$ cat config.mk
export PLATFORM = sky130hd
export DESIGN_NAME = tlc_multi_phase
export DESIGN_NICKNAME = d
export VERILOG_FILES = /design/src/rtl/tlc_multi_phase.sv
export SDC_FILE = /design/constraint.sdc
export NUM_CORES = 1
export LEC_CHECK = 0
export ABC_CLOCK_PERIOD_IN_PS = 2900
export BUFFER_PORTS_ARGS = -buffer_cell sky130_fd_sc_hd__buf_4
export CORE_MARGIN = 5
export CORE_UTILIZATION = 45
export DETAILED_ROUTE_END_ITERATION = 7
export GPL_TIMING_DRIVEN = 0
export PLACE_DENSITY = 0.75
export SLEW_MARGIN = 20
export SYNTH_ARGS = -nofsm -noshare
export SYNTH_HDL_FRONTEND = slang
export SYNTH_SLANG_ARGS = --single-unit
$ cat constraint.sdc
create_clock -name i_clk -period 2.9 [get_ports i_clk]
set_input_delay 0.29 -clock i_clk [delete_from_list [all_inputs] [get_ports i_clk]]
set_output_delay 0.29 -clock i_clk [all_outputs]
set_load 0.1 [all_outputs]
$ cat src/rtl/tlc_multi_phase.sv
// tlc_multi_phase: N-approach round-robin traffic light controller.
//
// Serves one approach at a time through GREEN -> YELLOW -> ALL-RED. Vehicle
// demand is latched per approach. Green is held for at least T_GREEN_MIN
// cycles. It is extended while the served approach still detects vehicles,
// up to T_GREEN_MAX cycles. With no competing demand, green rests
// indefinitely. All outputs are registered.
//
// Optional feature: define TLC_PREEMPT_EN to add emergency preemption ports.
//
// Ports:
//   i_clk            clock
//   i_rst_n          asynchronous active-low reset
//   i_vd             vehicle detect, one bit per approach
//   o_red            red lamp per approach
//   o_yellow         yellow lamp per approach
//   o_green          green lamp per approach
//   o_phase          approach currently / most recently served
//   o_count          cycles spent in current state (saturating)
//   i_preempt        (TLC_PREEMPT_EN) preemption request
//   i_preempt_phase  (TLC_PREEMPT_EN) approach to preempt to

module tlc_multi_phase #(
    parameter int unsigned N_APPROACH  = 4,
    parameter int unsigned CNT_W       = 6,
    parameter int unsigned T_GREEN_MIN = 8,
    parameter int unsigned T_GREEN_MAX = 20,
    parameter int unsigned T_YELLOW    = 3,
    parameter int unsigned T_ALLRED    = 2,
    localparam int unsigned PH_W = (N_APPROACH > 1) ? $clog2(N_APPROACH) : 1
) (
    input  logic                  i_clk,
    input  logic                  i_rst_n,
    input  logic [N_APPROACH-1:0] i_vd,
    output logic [N_APPROACH-1:0] o_red,
    output logic [N_APPROACH-1:0] o_yellow,
    output logic [N_APPROACH-1:0] o_green,
    output logic [PH_W-1:0]       o_phase,
    output logic [CNT_W-1:0]      o_count
`ifdef TLC_PREEMPT_EN
    ,
    input  logic                  i_preempt,
    input  logic [PH_W-1:0]       i_preempt_phase
`endif
);

    typedef enum logic [1:0] {
        StAllRed = 2'd0,
        StGreen  = 2'd1,
        StYellow = 2'd2
    } state_e;

    localparam logic [CNT_W-1:0] GMIN_LAST = CNT_W'(T_GREEN_MIN - 1);
    localparam logic [CNT_W-1:0] GMAX_LAST = CNT_W'(T_GREEN_MAX - 1);
    localparam logic [CNT_W-1:0] Y_LAST    = CNT_W'(T_YELLOW - 1);
    localparam logic [CNT_W-1:0] AR_LAST   = CNT_W'(T_ALLRED - 1);
    localparam logic [CNT_W-1:0] CNT_MAX   = '1;

    state_e                  state_q, state_d;
    logic [PH_W-1:0]         phase_q, phase_d;
    logic [PH_W-1:0]         next_q, next_d;
    logic [CNT_W-1:0]        count_q, count_d;
    logic [N_APPROACH-1:0]   dem_q, dem_d;
    logic [N_APPROACH-1:0]   red_q, red_d;
    logic [N_APPROACH-1:0]   yellow_q, yellow_d;
    logic [N_APPROACH-1:0]   green_q, green_d;

    logic [N_APPROACH-1:0]   phase_oh;
    logic [N_APPROACH-1:0]   next_oh;
    logic [N_APPROACH-1:0]   out_oh;
    logic                    other_dem;
    logic                    served_vd;
    logic                    green_done;
    logic                    rr_found;
    logic [PH_W-1:0]         rr_next;
    logic                    pre_act;
    logic                    pre_hit;
    logic [PH_W-1:0]         pre_phase;
    logic                    entering_green;

    // State register
    always_ff @(posedge i_clk or negedge i_rst_n) begin
        if (!i_rst_n) begin
            state_q  <= StAllRed;
            phase_q  <= '0;
            next_q   <= '0;
            count_q  <= '0;
            dem_q    <= '0;
            red_q    <= '1;
            yellow_q <= '0;
            green_q  <= '0;
        end else begin
            state_q  <= state_d;
            phase_q  <= phase_d;
            next_q   <= next_d;
            count_q  <= count_d;
            dem_q    <= dem_d;
            red_q    <= red_d;
            yellow_q <= yellow_d;
            green_q  <= green_d;
        end
    end

    // Next-state logic
    always_comb begin
        phase_oh          = '0;
        phase_oh[phase_q] = 1'b1;
        next_oh           = '0;
        next_oh[next_q]   = 1'b1;

        other_dem  = |(dem_q & ~phase_oh);
        served_vd  = |(i_vd & phase_oh);
        green_done = (count_q >= GMIN_LAST) && other_dem &&
                     (!served_vd || (count_q >= GMAX_LAST));

        // Round-robin scan starting just after the served approach
        rr_found = 1'b0;
        rr_next  = phase_q;
        for (int unsigned k = 1; k < N_APPROACH; k++) begin
            int unsigned idx;
            idx = (32'(phase_q) + k) % N_APPROACH;
            if (!rr_found && dem_q[idx]) begin
                rr_found = 1'b1;
                rr_next  = PH_W'(idx);
            end
        end

`ifdef TLC_PREEMPT_EN
        // Out-of-range targets are ignored entirely
        pre_act   = i_preempt &&
                    ({1'b0, i_preempt_phase} < (PH_W + 1)'(N_APPROACH));
        pre_phase = i_preempt_phase;
`else
        pre_act   = 1'b0;
        pre_phase = '0;
`endif
        pre_hit = pre_act && (phase_q == pre_phase);

        state_d = state_q;
        phase_d = phase_q;
        next_d  = next_q;

        unique case (state_q)
            StGreen: begin
                if (pre_act) begin
                    if (!pre_hit) state_d = StYellow;
                end else if (green_done) begin
                    state_d = StYellow;
                    next_d  = rr_next;
                end
            end
            StYellow: begin
                if (count_q >= Y_LAST) state_d = StAllRed;
            end
            StAllRed: begin
                if (count_q >= AR_LAST) begin
                    state_d = StGreen;
                    phase_d = next_q;
                end
            end
            default: state_d = StAllRed;
        endcase

        if (pre_act) next_d = pre_phase;

        // Clear on green entry beats a same-cycle set
        entering_green = (state_q == StAllRed) && (state_d == StGreen);
        dem_d = (dem_q | (i_vd & ~((state_q == StGreen) ? phase_oh : '0))) &
                ~(entering_green ? next_oh : '0);

        if (state_d != state_q) begin
            count_d = '0;
        end else if (count_q == CNT_MAX) begin
            count_d = count_q;
        end else begin
            count_d = count_q + CNT_W'(1);
        end
    end

    // Output decode, computed from the next state so lamps stay registered
    always_comb begin
        out_oh          = '0;
        out_oh[phase_d] = 1'b1;
        red_d           = '1;
        yellow_d        = '0;
        green_d         = '0;
        unique case (state_d)
            StGreen: begin
                green_d = out_oh;
                red_d   = ~out_oh;
            end
            StYellow: begin
                yellow_d = out_oh;
                red_d    = ~out_oh;
            end
            default: begin
                red_d = '1;
            end
        endcase
    end

    assign o_red    = red_q;
    assign o_yellow = yellow_q;
    assign o_green  = green_q;
    assign o_phase  = phase_q;
    assign o_count  = count_q;

endmodule

==> results of run 1 <==
==> synthesized netlist by cell type <==
library cell   n
dfrtp_1       24
nand2_1       14
buf_2          2
or3b_2         1
o21ai_0        8
mux2i_1        3
mux2_1         1
a221oi_1       1
a21oi_1        9
o21bai_1       1
o211a_1        1
o31ai_1        3
nor3b_1        2
nand2b_1       5
ha_1          11
o2111ai_1      1
mux2_2         1
and3_1         1
o2bb2ai_1      1
dfstp_2        4
clkbuf_1       1
or4_4          1
a21o_1         1
and2_1        11
a221o_1        1
and4b_1        1
inv_1         11
nor2_1         8
nor3_1         4
or4_1          1
nor2b_1        2
xor2_1         1
nand3_1       10
or3_1          1
o211ai_2       1
nand3b_2       1
o21ai_2        1
o22ai_1        2
nor4_1         1
xnor2_1        1
a22oi_1        2
a31oi_1        5
o21a_1         1
==> sequential cells by signal, indices dropped and copies added, names as in the netlist <==
signal / count
next_q: 2
o_green: 4
o_count: 6
o_yellow: 4
o_phase: 2
dem_q: 4
state_q: 2
o_red: 4
==> cell families after synthesis <==
family          after synthesis  share of synthesized area
simple gates                 64                      0.221
compound gates               39                      0.163
flops                        28                      0.449
buf+inv                      14                     0.0350
fa+ha+maj                    11                     0.0875
mux                           5                     0.0334
xor+xnor                      2                     0.0111
==> what timing repair did <==
item	in CTS	in global routing
gates resized for setup	0	5
buffers inserted	0	9
hold endpoints to repair	24	0
endpoints found under the setup margin	0	4
hold buffers	1	0
==> path summary, 6_finish.rpt <==
| path | to | from |
|---|---|---|
| max in group asynchronous | o_red[1]$_DFF_PN1_ | i_rst_n |
| worst max register to register | dem_q[1]$_DFF_PN0_ | o_count[1]$_DFFE_PN0P_ |
| min in group asynchronous | o_phase[0]$_DFF_PN0_ | i_rst_n |
| worst min register to register | dem_q[3]$_DFF_PN0_ | next_q[0]$_DFFE_PN0P_ |
| worst min-delay path | dem_q[3]$_DFF_PN0_ | i_vd[3] |
| worst max-delay path | dem_q[1]$_DFF_PN0_ | o_count[1]$_DFFE_PN0P_ |
==> worst max-delay path, delay by kind of cell, from the launching register on <==
family | cells | cell delay [ns]
AO/OA/AOI/OAI | 3 | 0.57
adder cells (fa/ha/maj) | 2 | 0.49
flip-flops | 1 | 0.50
AND/OR/NAND/NOR | 4 | 1.05
==> metal layers <==
layer	global-route usage	up-vias	part of all wire
met2	0.257	56	0.48
met1	0.183	634	0.44
met3	0.0436	9	0.066
met4	0.0434	0	0.015
li1	-	660	-
met5	0	-	0
==> through the flow <==
stage,hold WS (ns),utilization,instances,setup slack [ns]
after floorplan,-0.00559,-,163,0.147
after global placement,0.216,0.542,234,0.183
after detailed placement,0.224,0.542,234,0.113
after CTS,0.252,0.561,239,0.0757
after global routing,0.238,0.584,248,0.00777
final,0.267,0.584,248,0.191
==> layout make-up <==
cell class	instances	area share
Inverter	11	0.0210
Buffer	3	0.00892
Sequential cell	28	0.362
Timing Repair Buffer	35	0.135
Multi-Input combinational cell	121	0.417
Tap cell	46	0.0293
Clock inverter	1	0.0153
Clock buffer	3	0.0115
==> impl_metrics.tcl, run 1 <==
set metrics [dict create \
    cpPeakStageDelay_ns 0.50 \
    clock_latency_ns 0.33 \
    die_x_um 69.1 \
    synth.largest_area_cell "dfrtp_1" \
    yosysSeqAreaShare 0.449 \
    areaGrowthSynthToFinish_pct 24.8 \
    ys_ff_latch 28 \
    clk_path_buf_depth 2 \
    globalRouteOverflowTotal 0 \
    drtIter0Drc 75 \
    start_util 0.468 \
    syn_nets 180 \
    hold_path.class "input pin to flip-flop" \
    skew_ns 0.00474 \
    track_usage 0.150 \
    core_area_um2 3360 \
    fin_nets 220 \
    cp.required_ns 3.12 \
    critical-path-slowest-cell "dfrtp_2" \
    gp_congestion 0.886 \
    n_fill_cell 305 \
    cts_sinks 28 \
    antenna_found_initial 0 \
    final_cell_mix "34 x buf_4, 20 x dfrtp_1, 14 x nand2_1" \
    rows 21 \
    layout-drive-gt1-share 0.282 \
    grt_pass1_vias 1358 \
    syn_area_per_cell_um2 9.65 \
    status "complete, no violations" \
    grt_first_pass_wirelength_um 6040 \
    crit_path_start_kind "flip-flop" \
    finalCriticalPeriod_ns 2.71 \
    worst_slew_pin_slew_ns 0.430 \
    vias 1359 \
    maxSlewHeadroom 0.713 \
    final.setup.tns_ns 0 \
    cp-end-kind "flip-flop" \
    wl_per_cell_um 14.1 \
    r2r_cells 9 \
    finalHoldViolations 0 \
    placed_cell_area_um2 1820 \
    drc_errors 0 \
    drv_slew 0 \
    synth_top_area_frac 0.382 \
    dr.pass1.iters 4 \
    grt_max_degree 29 \
    cts_tree "yes" \
    cts_htree_levels 1 \
    crit_top_cell "ha_1" \
    setup_viol 0 \
    ff_latch_area_um2 711 \
    final_area_um2 1960 \
    multiInputGateArea_um2 818 \
    critPathArrivalTime_ns 2.93 \
    synth_cell_types 43 \
    die_area_um2 4780 \
    syn-instance-count 163 \
    ios 26 \
    path_clk_slew_ns 0.15 \
    ant_nets 0 \
    path_max_fanout 9 \
    cts-buffers-inserted 3 \
    crit_type "flip-flop to flip-flop" \
    synth_area_um2 1570 \
    port_buffers 25 \
    dp_hpwl_um 2620 \
    ys_top_cells_by_area "dfrtp_1 38%, ha_1 8.8%, dfstp_2 6.7%, and2_1 4.4%, nand2_1 3.3%" \
    r2r_setup_slack_ns 0.19 \
    viasPerCell 5.48 \
    drt_wl_total_um 3490 \
    post-route-period-util 0.934 \
    path_cells "ha_1 -> or4_1 -> a221o_1 -> o211ai_2 -> nand3b_2 -> and2_1 -> ha_1 -> and2_2 -> a31oi_1" \
    yosysWarnings 0 \
    clockRootBuffer "clkbuf_4" \
    maxCapViolCount 0 \
    rsz0062_at_grt "false" \
    max_freq_mhz 369 \
    diodes 0 \
    layout_commonest_cell "buf_4" \
    hold_path_depth 3 \
    die_h_um 69.1 \
]
Power of run 1 is not shown: default switching activity piles up to over one toggle a cycle in this logic, so the estimate is an artifact.
==> run 2, diff against run 1 <==
- ABC_AREA: unset -> 1
- PLACE_DENSITY: 0.75 -> 0.74
==> run 2 against run 1 <==
  * Critical path depth grew 8
  * Global-route usage fell by 1.1 points
  * Synthesized area increased by 9.3%
  * Cell count is 14% higher
  * Critical path type unchanged
  * Highest routed layer unchanged
==> impl_metrics.tcl, run 2 <==
set metrics [dict create \
    cts_tree "yes" \
    fin_nets 253 \
    synth_top_family_by_area "simple AND/OR/NAND/NOR gates" \
    synth_common_cells "48 x nand2_1, 26 x inv_1, 24 x dfrtp_1" \
    finalNonFillerCells 283 \
    syn_nets 222 \
    core_area_um2 3690 \
    maxSlewHeadroom 0.769 \
    path_cells "buf_4 -> inv_2 -> ha_1 -> inv_1 -> nand2_1 -> nand2_1 -> nor2_1 -> nor2_1 -> nand2_1 -> nor2_2 -> inv_1 -> nand2_1 -> inv_1 -> ha_1 -> inv_1 -> nor3_2 -> a32oi_1" \
    layout-drive-gt1-share 0.298 \
    synth_xor_xnor_area_share 0.0102 \
    vias 1381 \
    layout_commonest_cell "nand2_1" \
    skew_ns 0.00338 \
    ys_top_cells_by_area "dfrtp_1 35%, nand2_1 10%, ha_1 8.0%, dfstp_2 6.1%, inv_1 5.7%" \
    dp_hpwl_um 2600 \
    clock_latency_ns 0.27 \
    final.setup.tns_ns 0 \
    maxCapViolCount 0 \
    port_buffers 25 \
    wl_per_cell_um 11.9 \
    clockRootBuffer "clkbuf_8" \
    finalCriticalPeriod_ns 2.54 \
    synth_most_common_cell "nand2_1" \
    ys_ff_latch 28 \
    synth-compound-area-share 0.0670 \
    synth_fa_ha_area_frac 0.0801 \
    worst_slew_pin_slew_ns 0.344 \
    crit_type "flip-flop to flip-flop" \
    synth_cell_types 28 \
    path_max_fanout 9 \
    globalRouteOverflowTotal 0 \
    start_util 0.466 \
    cp.required_ns 3.03 \
    dr.pass1.iters 4 \
    yosysWarnings 0 \
    max_freq_mhz 394 \
    synth_top_area_frac 0.349 \
    areaGrowthSynthToFinish_pct 19.4 \
    die_area_um2 5160 \
    synth_area_um2 1720 \
    final_cell_mix "48 x nand2_1, 26 x inv_1, 26 x buf_4" \
    finalHoldViolations 0 \
    async_flop_share 1.00 \
    clk_path_buf_depth 2 \
    path_clk_slew_ns 0.09 \
    cts-buffers-inserted 3 \
    cpPeakStageDelay_ns 0.45 \
    cts_htree_levels 1 \
    synth.largest_area_cell "dfrtp_1" \
    synth-simple-area-share 0.349 \
    viasPerCell 4.88 \
    diodes 0 \
    grt_max_degree 29 \
    place_inst 278 \
    largest_register_ffs 6 \
    cts_sinks 28 \
    syn_area_per_cell_um2 8.39 \
    hold_path.class "input pin to flip-flop" \
    cts_setup_buffers 0 \
    critPathArrivalTime_ns 2.67 \
    grt_pass1_vias 1373 \
    die_h_um 71.8 \
    yosysSeqAreaShare 0.410 \
    drv_slew 0 \
    ant_nets 0 \
    drt_wl_total_um 3360 \
    drtIter0Drc 81 \
    synth_edf_count 0 \
    rsz0062_at_grt "false" \
    synth_ff_type "dfrtp_1" \
    critical-path-slowest-cell "dfrtp_1" \
    die_x_um 71.8 \
    synth_mux_area_frac 0.00582 \
    grt_first_pass_wirelength_um 5810 \
    drc_errors 0 \
    gp_congestion 0.818 \
    syn-instance-count 205 \
    rows 22 \
    track_usage 0.139 \
    setup_viol 0 \
    post-route-period-util 0.876 \
    status "complete, no violations" \
    cp-end-kind "flip-flop" \
    ios 26 \
    crit_path_start_kind "flip-flop" \
    antenna_found_initial 0 \
]
run 2: path summary, 6_finish.rpt:
kind,depth (start not counted),startpoint,slack (ns),endpoint
max,17,o_phase[0]$_DFF_PN0_,0.36,dem_q[1]$_DFF_PN0_
min,3,i_vd[0],0.29,dem_q[0]$_DFF_PN0_
max reg2reg,17,o_phase[0]$_DFF_PN0_,0.36,dem_q[1]$_DFF_PN0_
min reg2reg,2,dem_q[2]$_DFF_PN0_,0.58,dem_q[2]$_DFF_PN0_
max in group asynchronous,2,i_rst_n,2.13,o_red[1]$_DFF_PN1_
min in group asynchronous,2,i_rst_n,0.46,dem_q[1]$_DFF_PN0_
run 2: what timing repair did:
action,4_1_cts,5_1_grt
hold endpoints to repair,24,0
hold buffers,1,0
gates resized for setup,0,1
setup endpoints to repair,0,4
run 2: critical path, delay by kind of cell (launching register included):
kind	cells	cell delay, ns
compound gates	1	0.17
fa+ha+maj	2	0.34
buf+inv	6	0.67
flops	1	0.45
simple gates	8	0.78
run 2: metrics by stage:
step	worst slack, ns	hold slack (ns)	utilization	cell area [µm²]
2_1_floorplan	0.152	-0.00559	-	1720
3_3_place_gp	0.265	0.223	0.533	1970
3_5_place_dp	0.235	0.224	0.533	1970
4_1_cts	0.155	0.273	0.555	2050
5_1_grt	0.156	0.280	0.557	2050
6_report	0.360	0.286	0.557	2050
run 2: area by class of cell:
cell class / instances / area [µm²]
Inverter: 32 / 125
Timing Repair Buffer: 26 / 198
Clock inverter: 1 / 30.0
Buffer: 1 / 7.51
Sequential cell: 28 / 706
Clock buffer: 3 / 41.3
Tap cell: 48 / 60.1
Multi-Input combinational cell: 144 / 886
Fill cell: 353 / 1640
run 2: routing by layer:
layer	vias up	GRT usage	part of all wire
met2	29	0.230	0.51
met4	0	0.0647	0.010
met1	643	0.182	0.43
met3	2	0.0154	0.054
met5	-	0	0
li1	707	-	-
run 2: cells by family after synthesis:
family	Yosys count
AOI/OAI and AO/OA	15
xor gates and xnor gates	2
adders and majority gates	11
buffers and inverters	33
DFF	28
muxes	1
and+or+nand+nor	115
Power of run 2 is left out for the same reason.
==> run 3, diff against run 2 <==
- SETUP_SLACK_MARGIN: unset -> 0.5
==> run 3 against run 2 <==
  * Sequential cell count unchanged
  * Utilization up 1.8 points
  * Critical path type unchanged
  * Fmax up 13%
  * Die area unchanged
==> impl_metrics.tcl, run 3 (synthesis results as in run 2) <==
set metrics [dict create \
    hold_path.class "input pin to flip-flop" \
    antenna_found_initial 0 \
    cts_htree_levels 1 \
    viasPerCell 4.69 \
    path_max_fanout 9 \
    drtIter0Drc 81 \
    drc_errors 0 \
    cp.required_ns 3.04 \
    cts_sinks 28 \
    core_area_um2 3690 \
    skew_ns 0.00496 \
    dp_hpwl_um 2650 \
    max_freq_mhz 444 \
    worst_slew_pin_slew_ns 0.354 \
    diodes 0 \
    final.setup.tns_ns 0 \
    drv_slew 0 \
    gp_congestion 0.811 \
    rsz0062_at_grt "false" \
    critPathArrivalTime_ns 2.39 \
    areaGrowthSynthToFinish_pct 23.2 \
    crit_path_start_kind "flip-flop" \
    dr.pass1.iters 5 \
    vias 1337 \
    port_buffers 25 \
    clock_latency_ns 0.27 \
    clk_path_buf_depth 2 \
    grt_first_pass_wirelength_um 6000 \
    wl_per_cell_um 12.1 \
    largest_register_ffs 6 \
    clockRootBuffer "clkbuf_8" \
    rows 22 \
    crit_type "flip-flop to flip-flop" \
    maxSlewHeadroom 0.764 \
    path_clk_slew_ns 0.10 \
    ant_nets 0 \
    die_area_um2 5160 \
    post-route-period-util 0.777 \
    finalHoldViolations 0 \
    finalCriticalPeriod_ns 2.25 \
    fin_nets 255 \
    cp-end-kind "flip-flop" \
    globalRouteOverflowTotal 0 \
    setup_viol 0 \
    start_util 0.466 \
    final_cell_mix "46 x nand2_1, 27 x buf_4, 23 x inv_1" \
    cts-buffers-inserted 3 \
    r2r_setup_slack_ns 0.65 \
    hold_slack_ns 0.291 \
    grt_max_degree 29 \
    status "complete, no violations" \
    drt_wl_total_um 3460 \
    ios 26 \
    die_h_um 71.8 \
    postLayoutCoreUtil 0.574 \
    maxCapViolCount 0 \
    grt_pass1_vias 1344 \
    layout_commonest_cell "nand2_1" \
    cts_tree "yes" \
    layout-drive-gt1-share 0.350 \
    die_x_um 71.8 \
    track_usage 0.145 \
]
run 3: area by class of cell:
| class | count | area [µm²] |
|---|---|---|
| sequential | 28 | 713 |
| buffer | 1 | 11.3 |
| multi-input combinational | 144 | 917 |
| timing repair buffer | 28 | 213 |
| tap | 48 | 60.1 |
| fill | 351 | 1570 |
| clock buffer | 3 | 41.3 |
| clock inverter | 1 | 30.0 |
| inverter | 32 | 133 |
run 3: layer usage:
metal | vias to the layer above | track usage | share of wire
li1 | 705 | - | -
met1 | 604 | 0.194 | 0.48
met2 | 23 | 0.239 | 0.48
met3 | 5 | 0.0252 | 0.032
met4 | 0 | 0.0459 | 0.012
met5 | - | 0 | 0
run 3: what timing repair did:
action / CTS / global route
setup endpoints to repair: 4 / 4
endpoints found under the hold margin: 24 / 0
pin swaps: 2 / 3
hold buffers: 1 / 0
setup buffers: 0 / 2
resized for setup: 8 / 6
run 3: path summary, 6_finish.rpt:
path | from | to | cells after the start
worst max-delay path | o_phase[0]$_DFF_PN0_ | dem_q[2]$_DFF_PN0_ | 17
worst min-delay path | i_vd[3] | dem_q[3]$_DFF_PN0_ | 3
worst max register to register | o_phase[0]$_DFF_PN0_ | dem_q[2]$_DFF_PN0_ | 17
worst min register to register | dem_q[3]$_DFF_PN0_ | dem_q[3]$_DFF_PN0_ | 2
max in group asynchronous | i_rst_n | o_red[1]$_DFF_PN1_ | 2
min in group asynchronous | i_rst_n | o_yellow[0]$_DFF_PN0_ | 2
run 3: metrics by stage:
| step | instances | instance area, µm² | worst slack, ns |
|---|---|---|---|
| detailed placement | 278 | 1980 | 0.302 |
| floorplan | 205 | 1730 | 0.539 |
| global route | 285 | 2120 | 0.502 |
| finish | 285 | 2120 | 0.646 |
| global placement | 278 | 1980 | 0.417 |
| CTS | 283 | 2080 | 0.531 |
run 3: worst max-delay path, cell delays in order, from the launching register on:
cell and delay, ns:
dfrtp_4 0.49, buf_6 0.15, inv_8 0.08, ha_2 0.18
inv_1 0.05, nand2_1 0.05, nand2_1 0.05, nor2_1 0.08
nor2_1 0.04, nand2_1 0.13, nor2_4 0.06, inv_2 0.08
nand2_2 0.07, inv_1 0.06, ha_1 0.15, inv_2 0.07
nor3_4 0.19, a32oi_1 0.15
Power of run 3 is left out for the same reason.
